==> src/rtl/lfsr_draw_arbiter.sv <==
// Round-robin arbiter that hands out draws from one shared external 16-bit LFSR.
// The optional LFSR_LOCKUP_GUARD_EN macro enables a sticky all-zero lockup guard.
module lfsr_draw_arbiter #(
    parameter int N_REQ  = 4,
    parameter int WARMUP = 16,
    parameter int RAND_W = 16
) (
    input  logic              clk_i,
    input  logic              rst_i,
    input  logic              start_i,
    input  logic              stop_i,
    input  logic [N_REQ-1:0]  req_i,
    input  logic [RAND_W-1:0] lfsr_i,
    output logic              lfsr_en_o,
    output logic [N_REQ-1:0]  gnt_o,
    output logic [RAND_W-1:0] rand_o,
    output logic              rand_vld_o,
    output logic              busy_o,
    output logic [15:0]       step_cnt_o,
    output logic              period_o,
    output logic              lockup_o
);

    localparam int          PW        = (N_REQ > 1) ? $clog2(N_REQ) : 1;
    localparam logic [15:0] STEP_LAST = 16'd65534;

    typedef enum logic [1:0] {S_IDLE, S_WARM, S_SERVE} state_t;

    state_t              state_q, state_d;
    logic [7:0]          wcnt_q, wcnt_d;
    logic [PW-1:0]       ptr_q, ptr_d;
    logic [N_REQ-1:0]    gnt_q, gnt_d;
    logic [RAND_W-1:0]   rand_q, rand_d;
    logic                vld_q, vld_d;
    logic [15:0]         step_q, step_d;
    logic                period_q, period_d;
    logic                lock_q, lock_d;

    logic                active;
    logic                zero_hit;
    logic                win_vld;
    logic [PW-1:0]       win_idx;
    logic                grant;
    logic                go;

    assign active = (state_q != S_IDLE);
    assign go     = start_i && !stop_i;

`ifdef LFSR_LOCKUP_GUARD_EN
    // An all-zero source would never leave zero; refuse to step or grant from it.
    assign zero_hit = active && (lfsr_i == '0);
`else
    assign zero_hit = 1'b0;
`endif

    always_ff @(posedge clk_i or posedge rst_i) begin
        if (rst_i) begin
            state_q  <= S_IDLE;
            wcnt_q   <= '0;
            ptr_q    <= '0;
            gnt_q    <= '0;
            rand_q   <= '0;
            vld_q    <= 1'b0;
            step_q   <= '0;
            period_q <= 1'b0;
            lock_q   <= 1'b0;
        end else begin
            state_q  <= state_d;
            wcnt_q   <= wcnt_d;
            ptr_q    <= ptr_d;
            gnt_q    <= gnt_d;
            rand_q   <= rand_d;
            vld_q    <= vld_d;
            step_q   <= step_d;
            period_q <= period_d;
            lock_q   <= lock_d;
        end
    end

    // Scan from the pointer upward with wrap; lowest offset wins.
    always_comb begin
        logic [PW-1:0] idx;
        idx     = '0;
        win_vld = 1'b0;
        win_idx = '0;
        for (int k = N_REQ - 1; k >= 0; k--) begin
            idx = PW'((int'(ptr_q) + k) % N_REQ);
            if (req_i[idx]) begin
                win_vld = 1'b1;
                win_idx = idx;
            end
        end
    end

    always_comb begin
        state_d = state_q;
        case (state_q)
            S_IDLE:  if (go) state_d = S_WARM;
            S_WARM: begin
                if (stop_i)                          state_d = S_IDLE;
                else if (!zero_hit && wcnt_q == 8'd1) state_d = S_SERVE;
            end
            S_SERVE: if (stop_i) state_d = S_IDLE;
            default: state_d = S_IDLE;
        endcase
    end

    always_comb begin
        lfsr_en_o = !stop_i && !zero_hit &&
                    ((state_q == S_WARM) || (state_q == S_SERVE && win_vld));
        grant     = (state_q == S_SERVE) && lfsr_en_o;

        wcnt_d = wcnt_q;
        if (state_q == S_IDLE && go)        wcnt_d = 8'(WARMUP);
        else if (state_q == S_WARM && lfsr_en_o) wcnt_d = wcnt_q - 8'd1;

        step_d   = step_q;
        period_d = 1'b0;
        if (state_q == S_IDLE && go) begin
            step_d = '0;
        end else if (lfsr_en_o) begin
            if (step_q == STEP_LAST) begin
                step_d   = '0;
                period_d = 1'b1;
            end else begin
                step_d = step_q + 16'd1;
            end
        end

        gnt_d = '0;
        for (int i = 0; i < N_REQ; i++) gnt_d[i] = grant && (win_idx == PW'(i));
        vld_d  = grant;
        rand_d = grant ? lfsr_i : rand_q;
        ptr_d  = ptr_q;
        if (grant) ptr_d = (win_idx == PW'(N_REQ - 1)) ? '0 : win_idx + PW'(1);

        lock_d = lock_q || zero_hit;
    end

    assign gnt_o      = gnt_q;
    assign rand_o     = rand_q;
    assign rand_vld_o = vld_q;
    assign busy_o     = active;
    assign step_cnt_o = step_q;
    assign period_o   = period_q;
    assign lockup_o   = lock_q;

endmodule

==> config.mk <==
export PLATFORM = sky130hd
export DESIGN_NAME = lfsr_draw_arbiter
export DESIGN_NICKNAME = d
export VERILOG_FILES = /design/src/rtl/lfsr_draw_arbiter.sv
export SDC_FILE = /design/constraint.sdc
export NUM_CORES = 1
export LEC_CHECK = 0
export BUFFER_PORTS_ARGS = -buffer_cell sky130_fd_sc_hd__buf_2
export CAP_MARGIN = 20
export CORE_AREA = 8 8 63 119
export CTS_CLUSTER_SIZE = 16
export DETAILED_ROUTE_END_ITERATION = 10
export DIE_AREA = 0 0 71 127
export HOLD_SLACK_MARGIN = 0.03
export PLACE_DENSITY = 0.68
export REMOVE_ABC_BUFFERS = 1
export SLEW_MARGIN = 10
export SYNTH_ARGS = -nofsm -noshare
export SYNTH_HDL_FRONTEND = slang
export SYNTH_SLANG_ARGS = --single-unit
export TNS_END_PERCENT = 10
==> constraint.sdc <==
create_clock -name clk_i -period 1.9 [get_ports clk_i]
set_input_delay 0.19 -clock clk_i [delete_from_list [all_inputs] [get_ports clk_i]]
set_output_delay 0.19 -clock clk_i [all_outputs]
set_load 0.05 [all_outputs]
==> flow_summary.ini, run 1 <==
[hold_path]
whs_path_depth = 2
hold_path_class = in2reg
worstHoldStart = lfsr_i[12]

[synthesis]
avgSynthCellArea_um2 = 10.7
synth_top_area_share_pct = 47.7
ys_top_cells_by_count = 50 x dfrtp_1, 18 x mux2_2, 16 x nand3_1
dominantRegCellSynth = dfrtp_1
synthArstFlopShare_pct = 100
synth_edf_count = 0
synth_seq_cells = 50
syn_inst = 244
synth.most_common_cell = dfrtp_1
synth_top_cell_by_area = dfrtp_1
synth_area_um2 = 2620
synth_cell_types = 52
yosysSeqAreaShare_pct = 47.7
synthTopCellsByArea = dfrtp_1 48%, mux2_2 7.7%, ha_1 3.8%
yosysWarnings = 0

[grt]
antenna_found_initial = 0
grt_max_degree = 26
grt_usage_pct = 14.4
overflow = 0
grt_pass1_wl_um = 10600
grt_pass1_vias = 2155

[run]
cap_violations = 0

[detailed_routing]
vias = 2221
first_pass_iters = 4
wl_um = 6240
drc = 0
ant_nets = 0
drt_iter0_drc = 181
avgRoutedWirePerCell_um = 16.2
routed_via_density = 5.77

[worst_setup_path]
cpMaxStageDelayCell = or4_1
crit_chain = nand4_2, or4_1, buf_6, a311oi_2, o22ai_1
worstReg2RegStart = step_cnt_o[5]
critPathMaxFanout = 25
critPathTopFamily = simple AND/OR/NAND/NOR gates
setup.worst_path.class = reg2reg
crit_required_ns = 2.07
critPathArrivalTime_ns = 1.95
r2r_slack_ns = 0.12
path_depth = 5
cp-end-kind = flip-flop
crit_start = step_cnt_o[5]
cp-start-kind = flip-flop
cp_num_buf_inv = 1
slowest_delay_ns = 0.56
reg2regPathDepth = 5

[power]
ir_worst_vdd_mv = 0.519
power_w = 0.00378
power_density_nw_per_um2 = 1160
leakage_nw = 1.68

[placed_design]
place.detailed.hpwl_um = 4680
dpl.cell_count = 377
finalWeightedCongestion = 0.897
placed_area_um2 = 3080
pre_cts_ws_ns = 0.113
port_buffers = 63

[floorplan]
die_area_um2 = 9020
die_w_um = 71
fp-row-count = 40
die_h_um = 127
initial_core_util_pct = 44.4
pin_count = 65
core_area_um2 = 5910

[clocking]
insertion_delay_ns = 0.29
clockBufferDepth = 2
cts.sinks = 50
clockRootBuffer = clkbuf_16
cts_tree = done
clkSlewWorstSetupHoldPaths_ns = 0.06
cts_made_buffers = 5
h-tree-depth = 2

[timing]
slew_violations = 0
fin_crit_ns = 1.78
skew_ns = 0.00301
setup_violations = 0
rsz0062_at_grt = no
finalCritPeriodShare_pct = 93.8
finalHoldViolCount = 0
final.setup.worst_slack_ns = 0.118
fmax_mhz = 561

[final_layout]
seqCellArea_um2 = 1250
drive_above_1_share_pct = 38.8
instances_no_fill = 385
design_area_um2 = 3270
num_antenna_cells = 0
finalNetCount = 354
syn2layout_area_growth_pct = 24.8
multi_input_area_um2 = 1210
fillers = 524
utilization_pct = 55.4

[status]
status = completed
==> registers in the layout, summed over array words and instances, names as in the netlist <==
name,cells
rand_o,16
step_cnt_o,16
wcnt_q,8
gnt_o,4
ptr_q,2
state_q,2
period_o,1
rand_vld_o,1
==> cell families after synthesis <==
kind of cell             Yosys count  share of synthesized area [%]
AO/OA/AOI/OAI                     49                           13.9
multiplexers                      18                           7.73
flip-flops                        50                           47.7
AND/OR/NAND/NOR                   83                           18.4
adder cells (fa/ha/maj)            8                           3.82
other                              1                          0.143
buffers and inverters             29                           6.20
XOR/XNOR                           6                           2.00
==> path summary, 6_finish.rpt <==
check                                endpoint
worst max-delay path            step_cnt_o[7]
worst min-delay path               rand_o[12]
worst max register to register  step_cnt_o[7]
worst min register to register     rand_o[12]
max in group asynchronous       step_cnt_o[4]
min in group asynchronous           rand_o[3]
==> layout make-up <==
class	instances	area share (%)
Sequential cell	50	38.3
Multi-Input combinational cell	165	37.0
Timing Repair Buffer	86	15.6
Clock buffer	6	4.25
Tap cell	63	2.41
Inverter	14	1.61
Clock inverter	1	0.918
==> layer usage <==
layer	up-vias	global-route usage, %	routed length [µm]	share of wire (%)
met5	-	0	0	0
met4	0	6.18	91	1.5
met3	11	4.70	511	8.2
met2	95	23.7	3170	51
met1	1067	16.4	2470	40
li1	1048	-	-	-
==> where the power goes <==
group	switching, W	internal (W)	leakage (nW)	total (W)
Clock	0.000371	0.000649	0.0829	0.00102
Combinational	0.000916	0.000429	0.913	0.00135
Sequential	0.000137	0.00128	0.681	0.00142
Total	0.00143	0.00236	1.68	0.00378
==> cell usage in the layout, fill, tap and decap left out, drive strengths merged, types with 2 or more instances in the layout <==
cell,count
a21oi,4
a311oi,3
a31oi,15
a41oi,5
and2,6
and3,5
and4,3
buf,85
clkbuf,6
dfrtp,50
ha,8
inv,14
mux2,18
nand2,11
nand2b,2
nand3,16
nand3b,2
nand4,8
nor2,13
nor2b,3
nor4,2
nor4b,2
o211ai,5
o21ai,6
o22ai,4
or2,3
or4,3
xor2,5
==> worst reg2reg max path: stages (launching register included) <==
cell	delay (ns)
dfrtp_1	0.37
nand4_2	0.16
or4_1	0.56
buf_6	0.20
a311oi_2	0.26
o22ai_1	0.11
==> what timing repair did <==
action / in CTS / in global routing
endpoints found under the hold margin: 17 / 0
gates resized for setup: 1 / 2
setup buffers: 0 / 0
endpoints found under the setup margin: 1 / 2
hold buffers: 1 / 0
==> through the flow <==
| stage | hold slack, ns | TNS [ns] |
|---|---|---|
| global placement | 0.191 | 0 |
| detailed placement | 0.199 | 0 |
| global route | 0.125 | 0 |
| floorplan | 0.342 | -6.66 |
| finish | 0.128 | 0 |
| CTS | 0.120 | 0 |
Note: power is estimated with default switching activity, not from simulation.
==> inputs of run 2 (changes only) <==
--- a/config.mk
+++ b/config.mk
@@ -6,7 +6,7 @@
 export NUM_CORES = 1
 export LEC_CHECK = 0
 export BUFFER_PORTS_ARGS = -buffer_cell sky130_fd_sc_hd__buf_2
-export CAP_MARGIN = 20
+export CAP_MARGIN = 25
 export CORE_AREA = 8 8 63 119
 export CTS_CLUSTER_SIZE = 16
 export DETAILED_ROUTE_END_ITERATION = 10
==> constraint.sdc (replaced) <==
create_clock -name clk_i -period 2.2 [get_ports clk_i]
set_input_delay 0.22 -clock clk_i [delete_from_list [all_inputs] [get_ports clk_i]]
set_output_delay 0.22 -clock clk_i [all_outputs]
set_load 0.05 [all_outputs]
==> run 2 against run 1 <==
  * Non-clock buffer count is 11 lower
  * Total power down 14%
  * Sequential share of layout area is 0.96 points higher
  * Clock power fell by 14%
  * Largest cell class unchanged
==> flow_summary.ini, run 2 (synthesized netlist as in run 1, its figures left out) <==
[detailed_routing]
ant_nets = 0
drc = 0
vias = 2140
routed_via_density = 5.71
first_pass_iters = 4
avgRoutedWirePerCell_um = 16.3
drt_iter0_drc = 183
wl_um = 6110

[floorplan]
fp-row-count = 40
die_area_um2 = 9020
initial_core_util_pct = 44.4
pin_count = 65
die_h_um = 127
die_w_um = 71
core_area_um2 = 5910

[final_layout]
finalNetCount = 343
syn2layout_area_growth_pct = 21.7
drive_above_1_share_pct = 36.9
num_antenna_cells = 0
final_common_cell = buf_2
design_area_um2 = 3190
layout_common_cells = 63 x buf_2, 50 x dfrtp_1, 18 x mux2_2

[timing]
finalCritPeriodShare_pct = 89.0
slew_violations = 0
whs_ns = 0.155
rsz0062_at_grt = no
finalHoldViolCount = 0
timing.slew.headroom_pct = 58.3
setup_violations = 0
worstMarginPinSlew_ns = 0.620
skew_ns = 0.00340
fin_crit_ns = 1.96
tns_ns = 0
fmax_mhz = 511

[placed_design]
placed_area_um2 = 3000
finalWeightedCongestion = 0.852
place.detailed.hpwl_um = 4540
port_buffers = 63

[clocking]
cts_tree = done
clkSlewWorstSetupHoldPaths_ns = 0.06
clockBufferDepth = 2
cts_made_buffers = 5
clockRootBuffer = clkbuf_16
insertion_delay_ns = 0.29
cts.sinks = 50
cts_setup_buffers = 0
h-tree-depth = 2

[worst_setup_path]
crit_required_ns = 1.98
cp-start-kind = flip-flop
crit_chain = nor2b_1, a32o_4, buf_2
setup.worst_path.class = reg2out
slowest_delay_ns = 0.46
critPathArrivalTime_ns = 1.74
critPathMaxFanout = 17
cpMaxStageDelayCell = dfrtp_1
cp-end-kind = output port

[grt]
overflow = 0
grt_pass1_wl_um = 10500
grt_max_degree = 27
grt_pass1_vias = 2192
antenna_found_initial = 0
grt_usage_pct = 14.1

[run]
cap_violations = 0

[power]
power_density_nw_per_um2 = 1020
leakage_nw = 1.62
ir_worst_vdd_mv = 0.495

[hold_path]
hold_path_class = in2reg

[status]
status = completed
run 2: worst paths after layout:
check                               from             to  slack, ns  cells past startpoint
max                           state_q[0]      lfsr_en_o       0.24                      3
min                            lfsr_i[9]      rand_o[9]       0.16                      2
min in group asynchronous          rst_i      rand_o[3]       0.53                      3
min reg2reg                   rand_o[12]     rand_o[12]       0.50                      1
max in group asynchronous          rst_i      rand_o[4]       1.04                      4
max reg2reg                step_cnt_o[4]  step_cnt_o[6]       0.28                      5
run 2: power by group:
group	internal (W)	switching, W
clock network	0.000538	0.000341
logic	0.000348	0.000770
registers	0.00110	0.000137
run 2: metal layers:
layer | wire [µm] | global-route usage [%] | part of all wire (%)
met1 | 2510 | 16.3 | 41
met2 | 3120 | 23.3 | 51
met3 | 397 | 4.70 | 6.5
met4 | 85 | 5.32 | 1.4
met5 | 0 | 0 | 0
run 2: critical path: cells and delay by family, from the launching register on:
family | cells | cell delay [ns]
buffers and inverters | 1 | 0.31
and+or+nand+nor | 1 | 0.28
DFF | 1 | 0.46
AOI/OAI and AO/OA | 1 | 0.39
run 2: timing repair:
item | 4_1_cts | 5_1_grt
endpoints found under the hold margin | 24 | 0
pin swaps | 0 | 0
gates cloned | 0 | 0
hold buffers | 1 | 0
gates resized for setup | 1 | 1
endpoints found under the setup margin | 1 | 1
run 2: stage by stage:
| step | std cells | total power, W | setup WS (ns) | utilization, % |
|---|---|---|---|---|
| 2_1_floorplan | 229 | 0.00206 | -0.177 | - |
| 3_3_place_gp | 366 | 0.00234 | 0.250 | 50.8 |
| 3_5_place_dp | 366 | 0.00238 | 0.173 | 50.8 |
| 4_1_cts | 375 | 0.00327 | 0.129 | 53.9 |
| 5_1_grt | 375 | 0.00342 | 0.132 | 54.0 |
| 6_report | 375 | 0.00324 | 0.242 | 54.0 |
run 2: layout make-up:
class                      instances  area, µm²
clock inverter                     3       43.8
inverter                          14       52.6
clock buffer                       5        125
multi-input combinational        165       1220
fill                             528       2720
sequential                        50       1250
timing repair buffer              75        420
tap                               63       78.8
